**src/rtl/timer_pkg.sv**
```systemverilog
// -----------------------------------------------------------------------------
// timer_pkg
// Shared definitions for the APB general-purpose timer:
//   - byte offsets of the four registers inside the 16-byte window
//   - bit positions of the fields in the CR register
//   - state type of the APB slave handshake FSM
// -----------------------------------------------------------------------------
package timer_pkg;

  // Register offsets (byte addresses, word aligned)
  localparam logic [3:0] ADDR_CR  = 4'h0;
  localparam logic [3:0] ADDR_PSC = 4'h4;
  localparam logic [3:0] ADDR_ARR = 4'h8;
  localparam logic [3:0] ADDR_CNT = 4'hC;

  // CR field positions
  localparam int CR_EN  = 0;  // counter enable
  localparam int CR_CLR = 1;  // write-1 pulse: clear prescaler and counter
  localparam int CR_OPM = 2;  // one-shot mode
  localparam int CR_UIE = 3;  // update interrupt enable
  localparam int CR_UIF = 8;  // sticky update flag, write-1-to-clear

  // APB slave handshake: ACCESS = setup phase seen, READY = PREADY cycle
  typedef enum logic [1:0] {
    IDLE   = 2'd0,
    ACCESS = 2'd1,
    READY  = 2'd2
  } apb_state_e;

endpackage

```
**src/rtl/timer_core.sv**
```systemverilog
// -----------------------------------------------------------------------------
// timer_core
// Prescaler, up-counter with auto-reload compare, one-shot handling and the
// sticky update flag.
//
// Ports
//   clk_i, rst_n_i   clock, asynchronous active-low reset
//   psc_i            prescaler value; one tick every psc_i+1 clocks
//   arr_i            reload/compare value; one update every arr_i+1 ticks
//   opm_i            one-shot mode: EN drops on the update
//   cr_wr_i          CR is being written this cycle
//   en_wr_i          EN bit of the CR write data
//   clr_i            CLR pulse (CR write with bit 1 set)
//   uif_clr_i        UIF write-1-to-clear (CR write with bit 8 set)
//   en_o             current EN state
//   cnt_o            counter value
//   uif_o            sticky update flag
//   uev_o            registered one-clock update-event pulse
// -----------------------------------------------------------------------------
module timer_core
  import timer_pkg::*;
#(
  parameter int CNT_WIDTH = 32,
  parameter int PSC_WIDTH = 16
) (
  input  logic                 clk_i,
  input  logic                 rst_n_i,
  input  logic [PSC_WIDTH-1:0] psc_i,
  input  logic [CNT_WIDTH-1:0] arr_i,
  input  logic                 opm_i,
  input  logic                 cr_wr_i,
  input  logic                 en_wr_i,
  input  logic                 clr_i,
  input  logic                 uif_clr_i,
  output logic                 en_o,
  output logic [CNT_WIDTH-1:0] cnt_o,
  output logic                 uif_o,
  output logic                 uev_o
);

  logic [PSC_WIDTH-1:0] pcnt_q, pcnt_d;
  logic [CNT_WIDTH-1:0] cnt_q, cnt_d;
  logic                 en_q, en_d;
  logic                 uif_q, uif_d;
  logic                 uev_q, uev_d;
  logic                 tick;
  logic                 update;

  always_comb begin
    // NOTE: every signal assigned here gets a default first, so no path
    // leaves it unassigned and no latch is inferred.
    pcnt_d = pcnt_q;
    cnt_d  = cnt_q;
    en_d   = en_q;
    uif_d  = uif_q;

    // >= rather than == so that lowering PSC or ARR below the running
    // count forces the wrap on the next opportunity instead of rolling
    // over the full register width.
    tick   = en_q && (pcnt_q >= psc_i);
    // A CLR write swallows the update of a coincident tick.
    update = tick && (cnt_q >= arr_i) && !clr_i;

    if (clr_i) begin
      pcnt_d = '0;
      cnt_d  = '0;
    end else if (en_q) begin
      pcnt_d = tick ? '0 : pcnt_q + PSC_WIDTH'(1);
      if (tick) begin
        cnt_d = update ? '0 : cnt_q + CNT_WIDTH'(1);
      end
    end

    // A software write of EN takes precedence over the one-shot stop.
    if (cr_wr_i) begin
      en_d = en_wr_i;
    end else if (update && opm_i) begin
      en_d = 1'b0;
    end

    // Hardware set beats software clear so an event is never lost.
    if (update) begin
      uif_d = 1'b1;
    end else if (uif_clr_i) begin
      uif_d = 1'b0;
    end

    uev_d = update;
  end

  // NOTE: sequential state uses non-blocking assignments so every register
  // samples the pre-edge values regardless of statement order.
  always_ff @(posedge clk_i or negedge rst_n_i) begin
    if (!rst_n_i) begin
      pcnt_q <= '0;
      cnt_q  <= '0;
      en_q   <= 1'b0;
      uif_q  <= 1'b0;
      uev_q  <= 1'b0;
    end else begin
      pcnt_q <= pcnt_d;
      cnt_q  <= cnt_d;
      en_q   <= en_d;
      uif_q  <= uif_d;
      uev_q  <= uev_d;
    end
  end

  assign en_o  = en_q;
  assign cnt_o = cnt_q;
  assign uif_o = uif_q;
  assign uev_o = uev_q;

endmodule

```
**src/rtl/apb_timer_periph.sv**
```systemverilog
// -----------------------------------------------------------------------------
// apb_timer_periph
// APB slave wrapper around timer_core: one-wait-state handshake, register
// file (CR, PSC, ARR, read-only CNT) and registered readback.
//
// Ports
//   PCLK      clock
//   PRESET    asynchronous active-low reset
//   PADDR     byte address, [1:0] ignored
//   PWDATA    write data
//   PWRITE    1 = write, 0 = read
//   PENABLE   APB access phase
//   PSEL      slave select
//   PRDATA    read data, zero outside the PREADY cycle
//   PREADY    high for exactly one cycle per transfer
//   irq       UIF & UIE
//   uev       one-clock update-event pulse
// -----------------------------------------------------------------------------
module apb_timer_periph
  import timer_pkg::*;
#(
  parameter int CNT_WIDTH = 32,
  parameter int PSC_WIDTH = 16
) (
  input  logic        PCLK,
  input  logic        PRESET,
  input  logic [3:0]  PADDR,
  input  logic [31:0] PWDATA,
  input  logic        PWRITE,
  input  logic        PENABLE,
  input  logic        PSEL,
  output logic [31:0] PRDATA,
  output logic        PREADY,
  output logic        irq,
  output logic        uev
);

  apb_state_e           state_q, state_d;
  logic                 access_done;
  logic                 wr_en;
  logic                 cr_wr;
  logic [3:0]           reg_addr;
  logic [31:0]          rdata;
  logic [31:0]          prdata_q;
  logic [PSC_WIDTH-1:0] psc_q;
  logic [CNT_WIDTH-1:0] arr_q;
  logic                 opm_q;
  logic                 uie_q;
  logic                 en;
  logic                 uif;
  logic [CNT_WIDTH-1:0] cnt;
  logic                 unused_bits;

  assign reg_addr    = {PADDR[3:2], 2'b00};
  assign unused_bits = ^{PADDR[1:0], PWDATA};

  // ---------------------------------------------------------------------------
  // APB handshake FSM
  // ---------------------------------------------------------------------------
  always_ff @(posedge PCLK or negedge PRESET) begin
    if (!PRESET) begin
      state_q <= IDLE;
    end else begin
      state_q <= state_d;
    end
  end

  always_comb begin
    state_d = state_q;
    unique case (state_q)
      IDLE: begin
        if (PSEL && PENABLE) begin
          state_d = READY;
        end else if (PSEL) begin
          state_d = ACCESS;
        end
      end
      ACCESS: begin
        if (PSEL && PENABLE) begin
          state_d = READY;
        end else if (!PSEL) begin
          state_d = IDLE;
        end
      end
      READY:   state_d = IDLE;
      default: state_d = IDLE;
    endcase
  end

  always_comb begin
    PREADY = (state_q == READY);
    // The edge that raises PREADY is the edge that commits the transfer;
    // the master still holds PSEL/PENABLE during READY, hence the guard.
    access_done = (state_q != READY) && PSEL && PENABLE;
  end

  assign wr_en = access_done && PWRITE;
  assign cr_wr = wr_en && (reg_addr == ADDR_CR);

  // ---------------------------------------------------------------------------
  // Register file
  // ---------------------------------------------------------------------------
  always_ff @(posedge PCLK or negedge PRESET) begin
    if (!PRESET) begin
      psc_q <= '0;
      arr_q <= '0;
      opm_q <= 1'b0;
      uie_q <= 1'b0;
    end else if (wr_en) begin
      unique case (reg_addr)
        ADDR_CR: begin
          opm_q <= PWDATA[CR_OPM];
          uie_q <= PWDATA[CR_UIE];
        end
        ADDR_PSC: psc_q <= PWDATA[PSC_WIDTH-1:0];
        ADDR_ARR: arr_q <= PWDATA[CNT_WIDTH-1:0];
        default: ;  // CNT is read-only
      endcase
    end
  end

  // ---------------------------------------------------------------------------
  // Readback: captured on the commit edge, zero in every other cycle
  // ---------------------------------------------------------------------------
  always_comb begin
    rdata = '0;
    unique case (reg_addr)
      ADDR_CR: begin
        rdata[CR_EN]  = en;
        rdata[CR_OPM] = opm_q;
        rdata[CR_UIE] = uie_q;
        rdata[CR_UIF] = uif;
      end
      ADDR_PSC: rdata = 32'(psc_q);
      ADDR_ARR: rdata = 32'(arr_q);
      ADDR_CNT: rdata = 32'(cnt);
      default:  rdata = '0;
    endcase
  end

  always_ff @(posedge PCLK or negedge PRESET) begin
    if (!PRESET) begin
      prdata_q <= '0;
    end else begin
      prdata_q <= (access_done && !PWRITE) ? rdata : '0;
    end
  end

  assign PRDATA = prdata_q;
  assign irq    = uif & uie_q;

  // ---------------------------------------------------------------------------
  // Timer datapath
  // ---------------------------------------------------------------------------
  timer_core #(
    .CNT_WIDTH (CNT_WIDTH),
    .PSC_WIDTH (PSC_WIDTH)
  ) u_core (
    .clk_i     (PCLK),
    .rst_n_i   (PRESET),
    .psc_i     (psc_q),
    .arr_i     (arr_q),
    .opm_i     (opm_q),
    .cr_wr_i   (cr_wr),
    .en_wr_i   (PWDATA[CR_EN]),
    .clr_i     (cr_wr && PWDATA[CR_CLR]),
    .uif_clr_i (cr_wr && PWDATA[CR_UIF]),
    .en_o      (en),
    .cnt_o     (cnt),
    .uif_o     (uif),
    .uev_o     (uev)
  );

endmodule

```
**config.mk**
```make
export PLATFORM = sky130hd
export DESIGN_NAME = apb_timer_periph
export DESIGN_NICKNAME = d
export VERILOG_FILES = /design/src/rtl/timer_pkg.sv /design/src/rtl/timer_core.sv /design/src/rtl/apb_timer_periph.sv
export SDC_FILE = /design/constraint.sdc
export NUM_CORES = 1
export LEC_CHECK = 0
export CORE_MARGIN = 5
export CORE_UTILIZATION = 46
export CTS_BUF_LIST = sky130_fd_sc_hd__clkbuf_4 sky130_fd_sc_hd__clkbuf_8
export DETAILED_ROUTE_END_ITERATION = 6
export GPL_ROUTABILITY_DRIVEN = 1
export PLACE_DENSITY = 0.7
export SYNTH_ARGS = -nofsm -noshare
export SYNTH_HDL_FRONTEND = slang
export SYNTH_SLANG_ARGS = --single-unit
export TNS_END_PERCENT = 20
```
**constraint.sdc**
```tcl
create_clock -name PCLK -period 2.12 [get_ports PCLK]
set_input_delay 0.212 -clock PCLK [delete_from_list [all_inputs] [get_ports PCLK]]
set_output_delay 0.212 -clock PCLK [all_outputs]
set_load 0.05 [all_outputs]
```
### Word level (Yosys, flattened, before mapping)

Index checks and enable logic that the tools add are counted.

* mux-type cells: 23
* order comparisons: 2
* add/subtract/negate cells: 2
* equality and inequality tests: 8
* reductions and logical operators: 25
* bitwise logic cells: 1

Operator list (number)
* 32-bit two-way mux: 5
* 23-bit one-hot mux with 3 select lines: 1
* 16-bit two-way mux: 3
* 32-bit by 1-bit adder with 32-bit output, second input constant: 1
* 32-bit greater-or-equal comparator: 1
* 16-bit by 1-bit adder with 16-bit output, second input constant: 1
* 16-bit greater-or-equal comparator: 1
* 1-bit logical AND: 12
* 4-bit one-hot mux with 3 select lines: 1
* 2-bit AND reduction: 5
* 2-bit two-way mux: 4
* 1-bit one-hot mux with 4 select lines: 2
* 2-bit one-hot mux with 4 select lines: 1
* 2-bit nonzero test: 4
* 2-bit equality test, second input constant: 3
* 3-bit inequality test, second input constant: 2
* 2-bit by 1-bit equality test with 1-bit output, second input constant: 2
* 4-bit logical NOT: 1
* 1-bit two-way mux: 4
* 2-bit one-hot mux with 2 select lines: 1
* 1-bit one-hot mux with 3 select lines: 1
* 1-bit logical NOT: 2
* 2-bit logical NOT: 1
* 2-bit inequality test, second input constant: 1
* 1-bit AND: 1

* register bits: 135
* bits of input ports: 41
* logic and storage cells: 72

### Logic depth before layout (Yosys ltp)

* depth after elaboration: 12
* gate-level depth with buffers: 11
* gate-level depth less buffers: 9

### By module

Synthesis repeated with hierarchy kept, for this count alone.

* cells, all modules: 678
* area total of the unflattened synthesis: 7521.0 µm²

By module, submodules not included
* timer_core: area an instance 3887.5 µm², seq. area each 1276.2 µm², cells each 437, instances 1
* apb_timer_periph: area an instance 3633.5 µm², seq. area each 2102.0 µm², cells each 241, instances 1

### Worst setup path after synthesis

No wires, ideal clock.

* kind: register -> register
* start point: reg state_q[1]
* end point: reg psc_q[10]
* path slack: -498 ps
* period minus slack after synthesis: 2618 ps
* arrival: 2493 ps
* setup time: 125 ps
* stages on the path, launching flop included: 7
* path through: dfrtp_1 > nor2b_1 > or3b_4 > nand2b_1 > clkbuf_1 > clkbuf_1 > mux2_2

* word-level cells in the longest chain between the ends: 5

Ends and longest elaborated chain
* start, declared: RTL line apb_timer_periph.sv:38 `apb_state_e state_q, state_d;`
* start signal, assigned: RTL line apb_timer_periph.sv:64 `state_q <= state_d;`
* 2-bit inequality test: RTL line apb_timer_periph.sv:94 `access_done = (state_q != READY) && PSEL && PENABLE;`
* 1-bit logical AND (2 in a row): RTL line apb_timer_periph.sv:94
* 1-bit logical AND: RTL line apb_timer_periph.sv:97 `assign wr_en = access_done && PWRITE;`
* 2-bit AND reduction (no source line)
* end signal, assigned: RTL line apb_timer_periph.sv:115 `ADDR_PSC: psc_q <= PWDATA[PSC_WIDTH-1:0];`
* end, declared: RTL line apb_timer_periph.sv:45 `logic [PSC_WIDTH-1:0] psc_q;`

Every way passes these cells.
A chain may end at the register's enable or synchronous reset.

### Final worst setup path

* start point: reg psc_q[15]
* end point: reg u_core.cnt_q[10] (netlist: u_core.cnt_o[10])

* word-level cells in the longest chain between the ends: 8

Ends and longest elaborated chain
* 16-bit greater-or-equal comparator (*): RTL line timer_core.sv:60 `tick = en_q && (pcnt_q >= psc_i);`
* 1-bit logical AND (*): RTL line timer_core.sv:60
* 1-bit logical AND (2 in a row): RTL line timer_core.sv:62 `update = tick && (cnt_q >= arr_i) && !clr_i;`
* 32-bit two-way mux: RTL line timer_core.sv:70 `cnt_d = update ? '0 : cnt_q + CNT_WIDTH'(1);`
* 32-bit two-way mux: RTL line timer_core.sv:69 `if (tick) begin`
* 32-bit two-way mux: RTL line timer_core.sv:67 `end else if (en_q) begin`
* 32-bit two-way mux: RTL line timer_core.sv:64 `if (clr_i) begin`
* end signal, assigned: RTL line timer_core.sv:102 `cnt_q <= cnt_d;`
* end, declared: RTL line timer_core.sv:42 `logic [CNT_WIDTH-1:0] cnt_q, cnt_d;`

Mark *: on every way between the ends. The rest lies on a longest branch, timed or not. The select of a mux whose other input is x is not followed.

==> impl_results.md <==
- Run status: finished with violations
- Failing checks: setup timing
- Final Setup Violations: 50
- R2r worst-path depth: 12
- Setup crit start kind: flop
- Fin crit period: about 2.4 ns
- CP Data Arrival Time: around 2.8 ns
- Layout cell share with drive strength beyond 1: roughly a third
- Cell area after placement: approximately 9000 µm²
- Hold WC Path Type: in2async
- Syn-to-layout area delta: 40.0%
- Max cap viols: 0
- Wire per inst: roughly 18 µm
- Largest net degree at the start of global routing: 50
- Net count after synthesis: 788
- Final worst-path cycle share: 115%
- Slew Viols, Final: 0
- Reg2Reg Launch Point: psc_q[15]
- Area of the core: 15300 µm²
- Worst-Margin Slew: 0.596 ns
- Reg2reg setup slack: -0.33 ns
- Yosys reg bits: about 140
- Routed wl met2: 9.99 mm
- Setup ws final: -0.328 ns
- Metal3 WL: approximately 980 µm
- Total GRT Usage: 22.0%
- # rows: 45
- Mapped Cells: roughly 700
- Vias in the first global route: about 6400
- Starting Density: 47.2%
- GRT overflow: 0
- DR vias/cell: 5.48
- Synth async-reset ratio: 100%
- Nets: just under 1000
- CP max FO: 6
- WP data required: about 2.5 ns
- Slew margin rel.: roughly 60%
- Reg-to-Reg End: u_core.cnt_o[10]
- Ant. Diodes: 0
- Sequential-to-total area share from yosys stat: 46.8%
- Final Hold Viols: 0
- PortBufs: 73
- Die extent in x: between 100 and 150 µm
- Critical path class: reg2reg
- # H-tree levels: 4
- Clock Tree Root: clkbuf_8
- Dpl ws: -0.507 ns
- Total power: 7.79 mW
- Dominant cell type by area after synthesis: dfrtp_1
- Remaining antenna violation count after routing: 0
- Synth Flop Type: dfrtp_1
- Placed Cells: about 1100
- Die ar.: approximately 18000 µm²
- Die Y: between 100 and 150 µm
- Dpl hpwl: around 14 mm
- Skew-Pair Late Insertion Delay: 0.46 ns
- Inserted Clock Buffers: 17
- TritonCTS clock tree: done
- Clk_skew: about 0.011 ns
- First-pass GRT wire length: ~32 mm
- Clk buf depth: 2
- Post-synth EDFFs: 0
- Fin Setup TNS: -11.85 ns
- Fmax: between 400 and 500 MHz
- Peak supply drop: 0.451 mV
- Via Count: between 6000 and 7000
- Unrepaired setup endpoints after global routing: yes
- Synth Warn #: 0
- Drt pass-1 iters: 5
- Non-Filler Instances: 1122
- Worst hold slack: about 0.24 ns
- GP Congestion: a little under 0.9
- Residual DRC count: 0
- Synth top area share: a little under half
- CTS Sinks: around 140
- Fin area: just over 10000 µm²
- DR iter-0 viols: 400
- Metal-1 WL: approximately 8.5 mm
- Unique masters post-synth: roughly 60
- Ports: 76
- Static leakage: about 4.8 nW
- Detailed-route wire length: around 20 mm
- Area contributors post-synth: dfrtp_1, ha_1, mux2_2, nor2_1, xor2_1
- Post-Syn Area per Cell: just over 10 µm²
- Util after Layout: between 60% and 70%
- Highest metal used: met4
- CP endpoint: u_core.cnt_o[10]
- Mapped cell area: roughly 7200 µm²
- Pwr Density: ~770 nW/µm²
- Initial antenna violation count: 0
- Worst setup EP type: flop
- CP startpoint: psc_q[15]
- Worst-path clk slew: ~0.08 ns
[Yosys cell counts, drive strengths merged (12+ instances only)]
cell / number
dfrtp: 135
nor2: 70
inv: 54
ha: 50
mux2: 50
nand2: 47
o21ai: 42
a21oi: 36
xor2: 24
clkbuf: 19
or3: 17
mux2i: 16
nand3: 16
nand4: 15
a22oi: 12
[kinds of logic after synthesis]
family / after synthesis / share of synthesized area [%]
and+or+nand+nor: 207 / 14.7
DFF: 135 / 46.8
AOI/OAI and AO/OA: 123 / 10.4
buffers and inverters: 84 / 4.69
muxes: 70 / 11.3
adders and majority gates: 50 / 8.66
xor gates and xnor gates: 28 / 3.40
[report_power, final]
part           leakage, nW  switching (mW)  total (mW)  internal [mW]
combinational         2.79            1.19        2.37           1.19
sequential            1.79           0.239        3.16           2.92
clock                0.211            1.00        2.25           1.25
total                 4.79            2.43        7.79           5.36
[sequential cells by signal, indices dropped and copies added, names as in the netlist]
| signal | cells |
|---|---|
| arr_q | 32 |
| u_core.uif_o | 1 |
| u_core.cnt_o | 32 |
| opm_q | 1 |
| u_core.uev_o | 1 |
| state_q | 2 |
| PRDATA | 32 |
| uie_q | 1 |
| u_core.pcnt_q | 16 |
| u_core.en_o | 1 |
| psc_q | 16 |
[timing repair]
item | in CTS | in global routing
endpoints found under the setup margin | 51 | 53
buffers inserted | 11 | 9
endpoints found under the hold margin | 30 | 0
pin swaps | 32 | 25
resized for setup | 65 | 56
hold buffers | 1 | 0
gates cloned | 5 | 2
[area by class of cell]
type,instances,area (µm²)
multi-input cells,478,3950
clock buffers,23,285
inverters,54,203
clock inverters,9,125
well taps,211,264
fillers,1171,5200
repair buffers,212,1910
flip-flops and latches,135,3380
[cells in the final DEF (no fill, tap or decap), types with 5 or more instances in the layout]
master             n
a22oi_1           12
o21ai_1            8
a21oi_2           17
nor2_2             8
nor2b_1            8
inv_2              6
or3_4              6
o21ai_2            7
clkdlybuf4s50_1   69
ha_1              42
xor2_1            24
mux2i_1           16
o21ai_0           26
buf_12             6
nand4_1           14
buf_6              5
clkbuf_8          18
nor2_1            59
nand2_1           44
a21oi_1           17
dfrtp_1          135
buf_4            125
and3_1             6
or3_1             11
clkbuf_4           5
ha_4               8
mux2_2            50
inv_1             48
nand3_1           13
o211ai_1          11
[worst max-delay path, stage by stage (launching register included)]
cell and delay [ns]:
dfrtp_1 0.39, inv_2 0.07, ha_4 0.22, a21oi_2 0.19
nand2_1 0.12, o311ai_2 0.37, o21ai_4 0.12, buf_6 0.15
buf_4 0.14, nand2_4 0.08, nand3_4 0.16, buf_8 0.20
nor2_1 0.14
[worst min path at each step]
stage	slack [ns]	to	start
2_1_floorplan	-0.08	PRDATA[0]	PRESET
3_3_place_gp	0.18	PRDATA[28]	PRESET
3_5_place_dp	0.19	PRDATA[28]	PRESET
4_1_cts	0.23	PRDATA[29]	PRESET
5_1_grt	0.29	PRDATA[28]	PRESET
6_report	0.24	PRDATA[29]	PRESET
[per-layer routing]
| metal | track usage (%) | vias up |
|---|---|---|
| li1 | - | 2858 |
| met4 | 8.29 | 0 |
| met3 | 4.09 | 34 |
| met2 | 37.2 | 174 |
| met5 | 0 | - |
| met1 | 28.0 | 3083 |
No activity file was read; power rests on OpenSTA's default activity.
